## config.mk

```make
export PLATFORM = sky130hd
export DESIGN_NAME = mem_arbiter2
export DESIGN_NICKNAME = d
export VERILOG_FILES = /design/src/rtl/mem_arbiter2.sv
export SDC_FILE = /design/constraint.sdc
export NUM_CORES = 1
export LEC_CHECK = 0
export BUFFER_PORTS_ARGS = -buffer_cell sky130_fd_sc_hd__buf_2
export CELL_PAD_IN_SITES_DETAIL_PLACEMENT = 1
export CELL_PAD_IN_SITES_GLOBAL_PLACEMENT = 1
export CORE_AREA = 3 3 121 123
export CTS_CLUSTER_SIZE = 14
export DETAILED_ROUTE_END_ITERATION = 6
export DIE_AREA = 0 0 124 126
export HOLD_SLACK_MARGIN = 0.15
export PLACE_DENSITY = 0.79
export SYNTH_ARGS = -nofsm -noshare
export SYNTH_HDL_FRONTEND = slang
export SYNTH_SLANG_ARGS = --single-unit
```

## constraint.sdc

```tcl
create_clock -name clock -period 8.1 [get_ports clock]
set_clock_uncertainty 0.1 [all_clocks]
set_input_delay 2.43 -clock clock [delete_from_list [all_inputs] [get_ports clock]]
set_output_delay 2.43 -clock clock [all_outputs]
set_load 0.05 [all_outputs]
```

## src/rtl/mem_arbiter2.sv

```systemverilog
// mem_arbiter2: two-master command arbiter in front of the SRAM controller.
// m0 (data side) and m1 (instruction side) share the mem_* command port.
// Reads are tagged with mem_id, and returned beats are steered back by
// mem_readdataid.
// A master that has an outstanding read burst cannot issue anything else
// until every beat of that burst has returned.
// Build option: define MEM_ARB_FIXED_PRIO_EN to make m0 win every
// simultaneous request. By default, simultaneous requests alternate
// round-robin.
module mem_arbiter2 #(
   parameter int unsigned burst_bits = 2,
   parameter logic [1:0]  m0_id      = 2'd1,
   parameter logic [1:0]  m1_id      = 2'd2
) (
   input  logic        clock,
   input  logic        rst,

   output logic        m0_waitrequest,
   input  logic [29:0] m0_address,
   input  logic        m0_read,
   input  logic        m0_write,
   input  logic [31:0] m0_writedata,
   input  logic [3:0]  m0_writedatamask,
   output logic [31:0] m0_readdata,
   output logic        m0_readdatavalid,

   output logic        m1_waitrequest,
   input  logic [29:0] m1_address,
   input  logic        m1_read,
   input  logic        m1_write,
   input  logic [31:0] m1_writedata,
   input  logic [3:0]  m1_writedatamask,
   output logic [31:0] m1_readdata,
   output logic        m1_readdatavalid,

   input  logic        mem_waitrequest,
   output logic [1:0]  mem_id,
   output logic [29:0] mem_address,
   output logic        mem_read,
   output logic        mem_write,
   output logic [31:0] mem_writedata,
   output logic [3:0]  mem_writedatamask,
   input  logic [31:0] mem_readdata,
   input  logic [1:0]  mem_readdataid
);

   localparam int unsigned CW = burst_bits + 1;
   typedef logic [CW-1:0] cnt_t;
   localparam cnt_t CNT_FULL = cnt_t'(1) << burst_bits;

   typedef enum logic [1:0] {
      GNT_NONE = 2'd0,
      GNT_M0   = 2'd1,
      GNT_M1   = 2'd2
   } gnt_t;

   // run holds the arbiter idle until the first edge after reset release,
   // so no grant can appear while reset is asserted.
   logic  run;
   logic  lock, lock_n;
   gnt_t  lock_gnt, lock_gnt_n;
   gnt_t  last, last_n;
   cnt_t  cnt0, cnt0_n;
   cnt_t  cnt1, cnt1_n;

   gnt_t  grant;
   logic  elig0, elig1;
   logic  accept;
   logic  beat0, beat1;

   // Arbitration: a locked grant is frozen; otherwise choose among eligible masters
   always_comb begin
      elig0 = run && (m0_read || m0_write) && (cnt0 == '0);
      elig1 = run && (m1_read || m1_write) && (cnt1 == '0);
      grant = GNT_NONE;
      if (lock) begin
         grant = lock_gnt;
      end else if (elig0 && elig1) begin
`ifdef MEM_ARB_FIXED_PRIO_EN
         grant = GNT_M0;
`else
         grant = (last == GNT_M0) ? GNT_M1 : GNT_M0;
`endif
      end else if (elig0) begin
         grant = GNT_M0;
      end else if (elig1) begin
         grant = GNT_M1;
      end
   end

   // Command mux and per-master stall: only the granted master sees mem_waitrequest
   always_comb begin
      mem_id            = '0;
      mem_address       = '0;
      mem_read          = 1'b0;
      mem_write         = 1'b0;
      mem_writedata     = '0;
      mem_writedatamask = '0;
      m0_waitrequest    = 1'b1;
      m1_waitrequest    = 1'b1;
      case (grant)
         GNT_M0: begin
            mem_id            = m0_id;
            mem_address       = m0_address;
            mem_read          = m0_read;
            mem_write         = m0_write;
            mem_writedata     = m0_writedata;
            mem_writedatamask = m0_writedatamask;
            m0_waitrequest    = mem_waitrequest;
         end
         GNT_M1: begin
            mem_id            = m1_id;
            mem_address       = m1_address;
            mem_read          = m1_read;
            mem_write         = m1_write;
            mem_writedata     = m1_writedata;
            mem_writedatamask = m1_writedatamask;
            m1_waitrequest    = mem_waitrequest;
         end
         default: ;
      endcase
   end

   // Next state: lock/last bookkeeping, burst load on read accept, beat countdown
   always_comb begin
      accept     = (grant != GNT_NONE) && !mem_waitrequest;
      beat0      = (mem_readdataid == m0_id) && (cnt0 != '0);
      beat1      = (mem_readdataid == m1_id) && (cnt1 != '0);
      lock_n     = lock;
      lock_gnt_n = lock_gnt;
      last_n     = last;
      cnt0_n     = cnt0;
      cnt1_n     = cnt1;
      if (grant != GNT_NONE) begin
         if (mem_waitrequest) begin
            lock_n     = 1'b1;
            lock_gnt_n = grant;
         end else begin
            lock_n     = 1'b0;
            last_n     = grant;
         end
      end
      // An eligible master has cnt==0, so a load never competes with a valid beat
      if (accept && (grant == GNT_M0) && mem_read)
         cnt0_n = CNT_FULL;
      else if (beat0)
         cnt0_n = cnt0 - 1'b1;
      if (accept && (grant == GNT_M1) && mem_read)
         cnt1_n = CNT_FULL;
      else if (beat1)
         cnt1_n = cnt1 - 1'b1;
   end

   // State registers and the one-cycle registered return path
   always_ff @(posedge clock or negedge rst) begin
      if (!rst) begin
         run              <= 1'b0;
         lock             <= 1'b0;
         lock_gnt         <= GNT_NONE;
         last             <= GNT_M1;
         cnt0             <= '0;
         cnt1             <= '0;
         m0_readdata      <= '0;
         m0_readdatavalid <= 1'b0;
         m1_readdata      <= '0;
         m1_readdatavalid <= 1'b0;
      end else begin
         run              <= 1'b1;
         lock             <= lock_n;
         lock_gnt         <= lock_gnt_n;
         last             <= last_n;
         cnt0             <= cnt0_n;
         cnt1             <= cnt1_n;
         m0_readdata      <= mem_readdata;
         m0_readdatavalid <= beat0;
         m1_readdata      <= mem_readdata;
         m1_readdatavalid <= beat1;
      end
   end

endmodule

```

==> results of run 1 <==
## synthesized netlist by cell type, drive strengths merged
master	n	area, sq um
o211ai	1	7.51
dfstp	1	26.3
dfrtp	45	1130
a22o	1	8.76
nor3b	1	12.5
nor2b	69	447
and4	2	22.5
and2	1	6.26
nor4b	1	15.0
o31a	4	35.0
or4	2	15.0
o31ai	2	15.0
inv	6	22.5
nand2b	7	61.3
o21ai	14	73.8
conb	1	3.75
ha	9	113
clkbuf	5	18.8
o41ai	2	25.0
buf	51	345
o211a	1	10.0
a22oi	67	503
nor2	4	15.0
nand2	4	15.0
a21oi	4	20.0
or3	4	25.0
nand3b	3	22.5
## flip-flops by register name, summed over array words and instances (netlist names)
| name | flops |
|---|---|
| m0_readdatavalid | 1 |
| cnt1 | 3 |
| m1_readdatavalid | 1 |
| last | 2 |
| lock | 1 |
| lock_gnt | 2 |
| cnt0 | 3 |
| run | 1 |
| m1_readdata | 32 |
## cell type report
type	count	area [sq um]	area share (%)
repair buffers	314	1610	34.7
multi-input cells	204	1480	31.9
diodes	1	2.50	0.0540
inverters	6	22.5	0.486
clock buffers	5	125	2.70
clock inverters	3	21.3	0.459
well taps	180	225	4.86
flip-flops and latches	46	1150	24.9
## logic make-up after synthesis
group,Yosys count,share of synthesized area (%)
buffers and inverters,62,12.8
other,1,0.125
DFF,46,38.3
adders and majority gates,9,3.74
AOI/OAI and AO/OA,96,23.2
and+or+nand+nor,98,21.8
## per-layer routing
metal  global-route usage [%]  wire length [um]  vias to the layer above
met3                     2.96              1190                       17
met1                     15.6              4460                     1619
met2                     30.8              7220                      213
met5                        0                 0                        -
li1                         -                 -                     1604
met4                     3.67               189                        0
## path summary, 6_finish.rpt
kind | startpoint | end | slack (ns) | depth (start not counted)
setup reg to reg | cnt0[0] | cnt1[2] | 5.05 | 10
min in group asynchronous | rst | m1_readdata[1] | 2.22 | 1
hold reg to reg | lock_gnt[0] | lock_gnt[0] | 0.44 | 2
setup / recovery | m1_write | mem_read | 0.85 | 9
hold / removal | lock_gnt[0] | lock_gnt[0] | 0.44 | 2
max in group asynchronous | rst | m0_readdatavalid | 5.05 | 1
## power groups by stage
stage,Combinational (W),Sequential [W],Clock [W]
after detailed placement,0.000812,0.000295,0
final,0.000804,0.000290,0.000199
after global routing,0.000875,0.000295,0.000214
after CTS,0.000819,0.000291,0.000204
after global placement,0.000784,0.000291,0
after floorplan,0.000580,0.000324,0
## metrics by stage
stage	worst slack, ns	cells	hold WS [ns]
final	0.849	759	0.436
after floorplan	1.19	312	0.372
after detailed placement	0.820	750	0.421
after CTS	0.823	758	0.435
after global routing	0.640	759	0.469
after global placement	0.924	750	0.393
## critical path: stages
cell,delay (ns)
buf_2,0.12
nor2_1,0.17
nor3b_2,0.10
o31ai_1,0.40
ha_2,0.57
buf_12,0.29
a22o_1,0.20
and2_1,0.13
buf_2,0.27
==> flow_summary_export.csv, run 1 <==
group,metric,value,unit
run_status,status,"complete, no violations",
cells_and_area,drive_gt1_share,58.3,%
floorplan,die-area,15600,sq um
setup_path,critPathMaxFanout,49,
placed_design,dpl-instance-area,4490,sq um
cts,cts_buffers,5,
cells_and_area,fill_cells,1724,
routing,drc_errors,0,
power,switching_share,49.0,%
power,power_frac_clock,15.4,%
synth,synth.net_count,494,
timing,slew_violations,0,
placed_design,dp_hpwl,11100,um
routing,routed_wl,13100,um
run,cap_violations,0,
timing,setup_viol,0,
cts,htree_levels,2,
synth,ys_ff_latch,46,
cts,clockRootBuffer,"clkbuf_16",
setup_path,cp-end-kind,"primary output",
cells_and_area,syn_to_final_growth,53.9,%
power,p_per_area,279,nW/um^2
synth,ys_warn_count,0,
timing,slew-limit-headroom,32.3,%
setup_path,setup.worst_path.start_class,"input pin",
floorplan,die_w,124,um
timing,rsz0062_at_grt,"no",
cells_and_area,mostFrequentLayoutCell,"buf_2",
synth,synthCells,312,
timing,max_freq,138,MHz
setup_path,cp.required,5.57,ns
cts,cts_sinks,46,
power,vdd.ir_drop.worst,0.0796,mV
floorplan,initial_utilization,21.9,%
cts,clkTransAtPathRegs,0.06,ns
cells_and_area,final_nets,759,
global_routing,grt_pass1_wl,18700,um
setup_path,arrival,4.72,ns
cts,ctsHoldBuffers,0,
synth,syn_area,3010,sq um
power,leakage,2.33,nW
power,total_power,0.00129,W
cells_and_area,mostFrequentLayoutCells,"buf_2 (310), a22oi_1 (67), nor2b_1 (67)",
timing,final.min_clock_period,7.25,ns
cells_and_area,fin_area,4630,sq um
cts,postCtsSetupBuffers,0,
timing,hold_viol,0,
global_routing,grt_pass1_vias,3631,
floorplan,top_level_ports,311,
timing,fin_crit_sh,89.5,%
cts,cts_resized,0,
routing,dr.pass1.iters,4,
floorplan,num_rows,43,
setup_path,critPathKind,"in2out",
global_routing,grt-ovfl-total,0,
placed_design,globalplace.congestion,0.824,
timing,tightest_slew,1.02,ns
synth,syn_area_per_cell,9.65,sq um
power,p_int,0.000659,W
power,combPwrFrac,62.2,%
routing,dr.first_iter.drc_count,103,
cts,cts_tree,"yes",
global_routing,grt_max_degree,62,
cts,insertion_delay,0.28,ns
floorplan,die_y,126,um
routing,vias,3453,
power,switchingPower,0.000633,W
routing,routedWlPerCell,17.2,um
routing,via_per_inst,4.55,
routing,ant_nets,0,
placed_design,port-buffer-count,310,
synth,yosysSeqAreaShare,38.3,%
power,seqPwrFrac,22.5,%
global_routing,grt_usage,15.3,%
min_path,hold_path.class,"reg2reg",
timing,finalSetupTns,0,ns
cts,cts.path.max_buffers,2,
global_routing,antenna_found_initial,1,
floorplan,core-area,13800,sq um
cells_and_area,fin_util,33.6,%
synth,ys_types,34,
No activity file was read; power rests on OpenSTA's default activity.
==> run 2: changes to the inputs <==
--- a/config.mk
+++ b/config.mk
@@ -14,6 +14,7 @@
 export DIE_AREA = 0 0 124 126
 export HOLD_SLACK_MARGIN = 0.15
 export PLACE_DENSITY = 0.79
+export RECOVER_POWER = 100
 export SYNTH_ARGS = -nofsm -noshare
 export SYNTH_HDL_FRONTEND = slang
 export SYNTH_SLANG_ARGS = --single-unit
==> constraint.sdc (replaced) <==
create_clock -name clock -period 8.8 [get_ports clock]
set_clock_uncertainty 0.1 [all_clocks]
set_input_delay 2.64 -clock clock [delete_from_list [all_inputs] [get_ports clock]]
set_output_delay 2.64 -clock clock [all_outputs]
set_load 0.02 [all_outputs]
==> run 2 against run 1 <==
Effect of this change: the flow now finishes with violations (capacitance limit, slew limit); sequential share of layout area up 1.2 points; non-clock buffer count down 1; critical path depth down 2; setup slack worse by 0.17 ns; via count up 0.26%; largest power group unchanged; total power down 20%; critical endpoint is now mem_address[9]; core utilization down 1.6 points; register-to-register slack better by 0.02 ns; die area unchanged; sequential power down 7.9%; wire length up 0.83%.
==> flow_summary_export.csv, run 2 (synthesis gave the netlist of run 1 again) <==
group,metric,value,unit
placed_design,port-buffer-count,310,
run,cap_violations,2,
timing,hold_viol,0,
cells_and_area,drive_gt1_share,36.6,%
timing,fin_crit_sh,92.3,%
run_status,status,"finished, violations left",
min_path,hold_depth,2,
routing,routedWlPerCell,17.4,um
timing,rsz0062_at_grt,"no",
cts,cts_resized,0,
timing,finalSetupTns,0,ns
floorplan,die_y,126,um
floorplan,num_rows,43,
cells_and_area,antennaDiodeCount,0,
power,leakage,1.90,nW
floorplan,top_level_ports,311,
routing,via_per_inst,4.57,
power,p_per_area,234,nW/um^2
cts,htree_levels,2,
timing,final.min_clock_period,8.12,ns
cts,insertion_delay,0.28,ns
cts,cts_sinks,46,
routing,ant_nets,0,
routing,vias,3462,
floorplan,die-area,15600,sq um
cts,clockRootBuffer,"clkbuf_16",
setup_path,setup.worst_path.start_class,"input pin",
timing,setup_viol,0,
cts,cts.path.max_buffers,2,
cts,ctsHoldBuffers,0,
global_routing,grt_max_degree,71,
routing,routed_wl,13200,um
routing,wl_met1,4240,um
cts,cts_tree,"yes",
routing,dr.pass1.iters,4,
floorplan,die_w,124,um
cells_and_area,fin_area,4420,sq um
global_routing,antenna_found_initial,2,
global_routing,grt_usage,15.3,%
placed_design,globalplace.congestion,0.806,
setup_path,cp-end-kind,"primary output",
timing,max_freq,123,MHz
setup_path,path_cells,"buf_2, nor2_1, nor3b_1, o31a_1, ha_1, nor2b_1, clkbuf_1",
global_routing,grt_pass1_vias,3548,
min_path,hold_path.class,"reg2reg",
placed_design,dpl-instance-area,4450,sq um
cts,postCtsSetupBuffers,0,
cells_and_area,largest_reg_flops,32,
global_routing,grt_pass1_wl,18800,um
cells_and_area,fill_cells,1757,
setup_path,arrival,5.38,ns
floorplan,core-area,13800,sq um
cells_and_area,final_nets,758,
routing,wl_met2,7280,um
global_routing,grt-ovfl-total,0,
placed_design,dp_hpwl,11000,um
setup_path,critPathMaxFanout,70,
cells_and_area,top_regs,"m1_readdata x32, cnt0 x3, cnt1 x3",
routing,drc_errors,0,
cells_and_area,syn_to_final_growth,46.8,%
setup_path,ff2ff_path_depth,8,
cells_and_area,top_register,"m1_readdata",
cells_and_area,mostFrequentLayoutCell,"buf_2",
power,vdd.ir_drop.worst,0.0990,mV
cts,clkTransAtPathRegs,0.06,ns
setup_path,cp.required,6.06,ns
floorplan,initial_utilization,21.9,%
run_status,violations,"capacitance limit, slew limit",
cells_and_area,mostFrequentLayoutCells,"buf_2 (192), clkbuf_1 (118), a22oi_1 (67), nor2b_1 (67), dfrtp_1 (45)",
timing,slew-limit-headroom,-60.0,%
timing,slew_violations,118,
setup_path,critPathKind,"in2out",
setup_path,max_stage_delay,1.26,ns
setup_path,cpMaxStageDelayCell,"ha_1",
timing,tightest_slew,2.40,ns
routing,top_layer_used,"met5",
cts,cts_buffers,5,
routing,dr.first_iter.drc_count,103,
routing,wl_met3,1310,um
==> run 2: changes by cell type in the layout (fill, tap and decap cells not counted), sizes merged <==
cell / previous run / this run
diode: 1 / 0
buf: 314 / 195
clkbuf: 5 / 123
==> run 2: critical path, delay by kind of cell <==
kind,cells,cell delay [ns]
AND/OR/NAND/NOR,3,0.81
adder cells (fa/ha/maj),1,1.26
AO/OA/AOI/OAI,1,0.28
buffers and inverters,2,0.38
==> run 2: routing by layer <==
metal  vias to the layer above  GRT usage, %
li1                       1600             -
met1                      1633          14.4
met2                       205          31.1
met3                        22          3.95
met4                         2          4.45
met5                         -             0
==> run 2: cell type report <==
| class | instances | area (sq um) | share of cell area (%) |
|---|---|---|---|
| clock buffers | 5 | 125 | 2.83 |
| repair buffers | 313 | 1430 | 32.3 |
| multi-input cells | 204 | 1450 | 32.7 |
| flip-flops and latches | 46 | 1150 | 26.1 |
| clock inverters | 3 | 21.3 | 0.481 |
| inverters | 6 | 22.5 | 0.510 |
| well taps | 180 | 225 | 5.10 |
==> run 2: where the power goes <==
part           total [W]  internal, W  switching [W]
clock           0.000182     0.000105      0.0000771
sequential      0.000267     0.000245      0.0000223
combinational   0.000585     0.000235       0.000350
total            0.00103     0.000585       0.000449
==> run 2: final timing paths <==
check / startpoint / to / slack (ns)
setup / recovery: m1_write / mem_address[9] / 0.68
hold / removal: lock_gnt[0] / lock_gnt[0] / 0.43
setup reg to reg: cnt1[0] / cnt1[2] / 5.07
hold reg to reg: lock_gnt[0] / lock_gnt[0] / 0.43
max in group asynchronous: rst / m1_readdata[5] / 4.25
min in group asynchronous: rst / m1_readdata[29] / 2.98
==> run 2: through the flow <==
stage | hold WS (ns) | total power (W) | cells | setup WS (ns) | util [%]
CTS | 0.433 | 0.00106 | 757 | 0.852 | 33.4
detailed placement | 0.428 | 0.000876 | 749 | 0.855 | 32.3
global placement | 0.400 | 0.000845 | 749 | 1.08 | 32.3
global route | 0.473 | 0.00111 | 757 | 0.342 | 32.1
finish | 0.426 | 0.00103 | 757 | 0.678 | 32.1
floorplan | 0.372 | 0.000705 | 312 | 1.85 | -
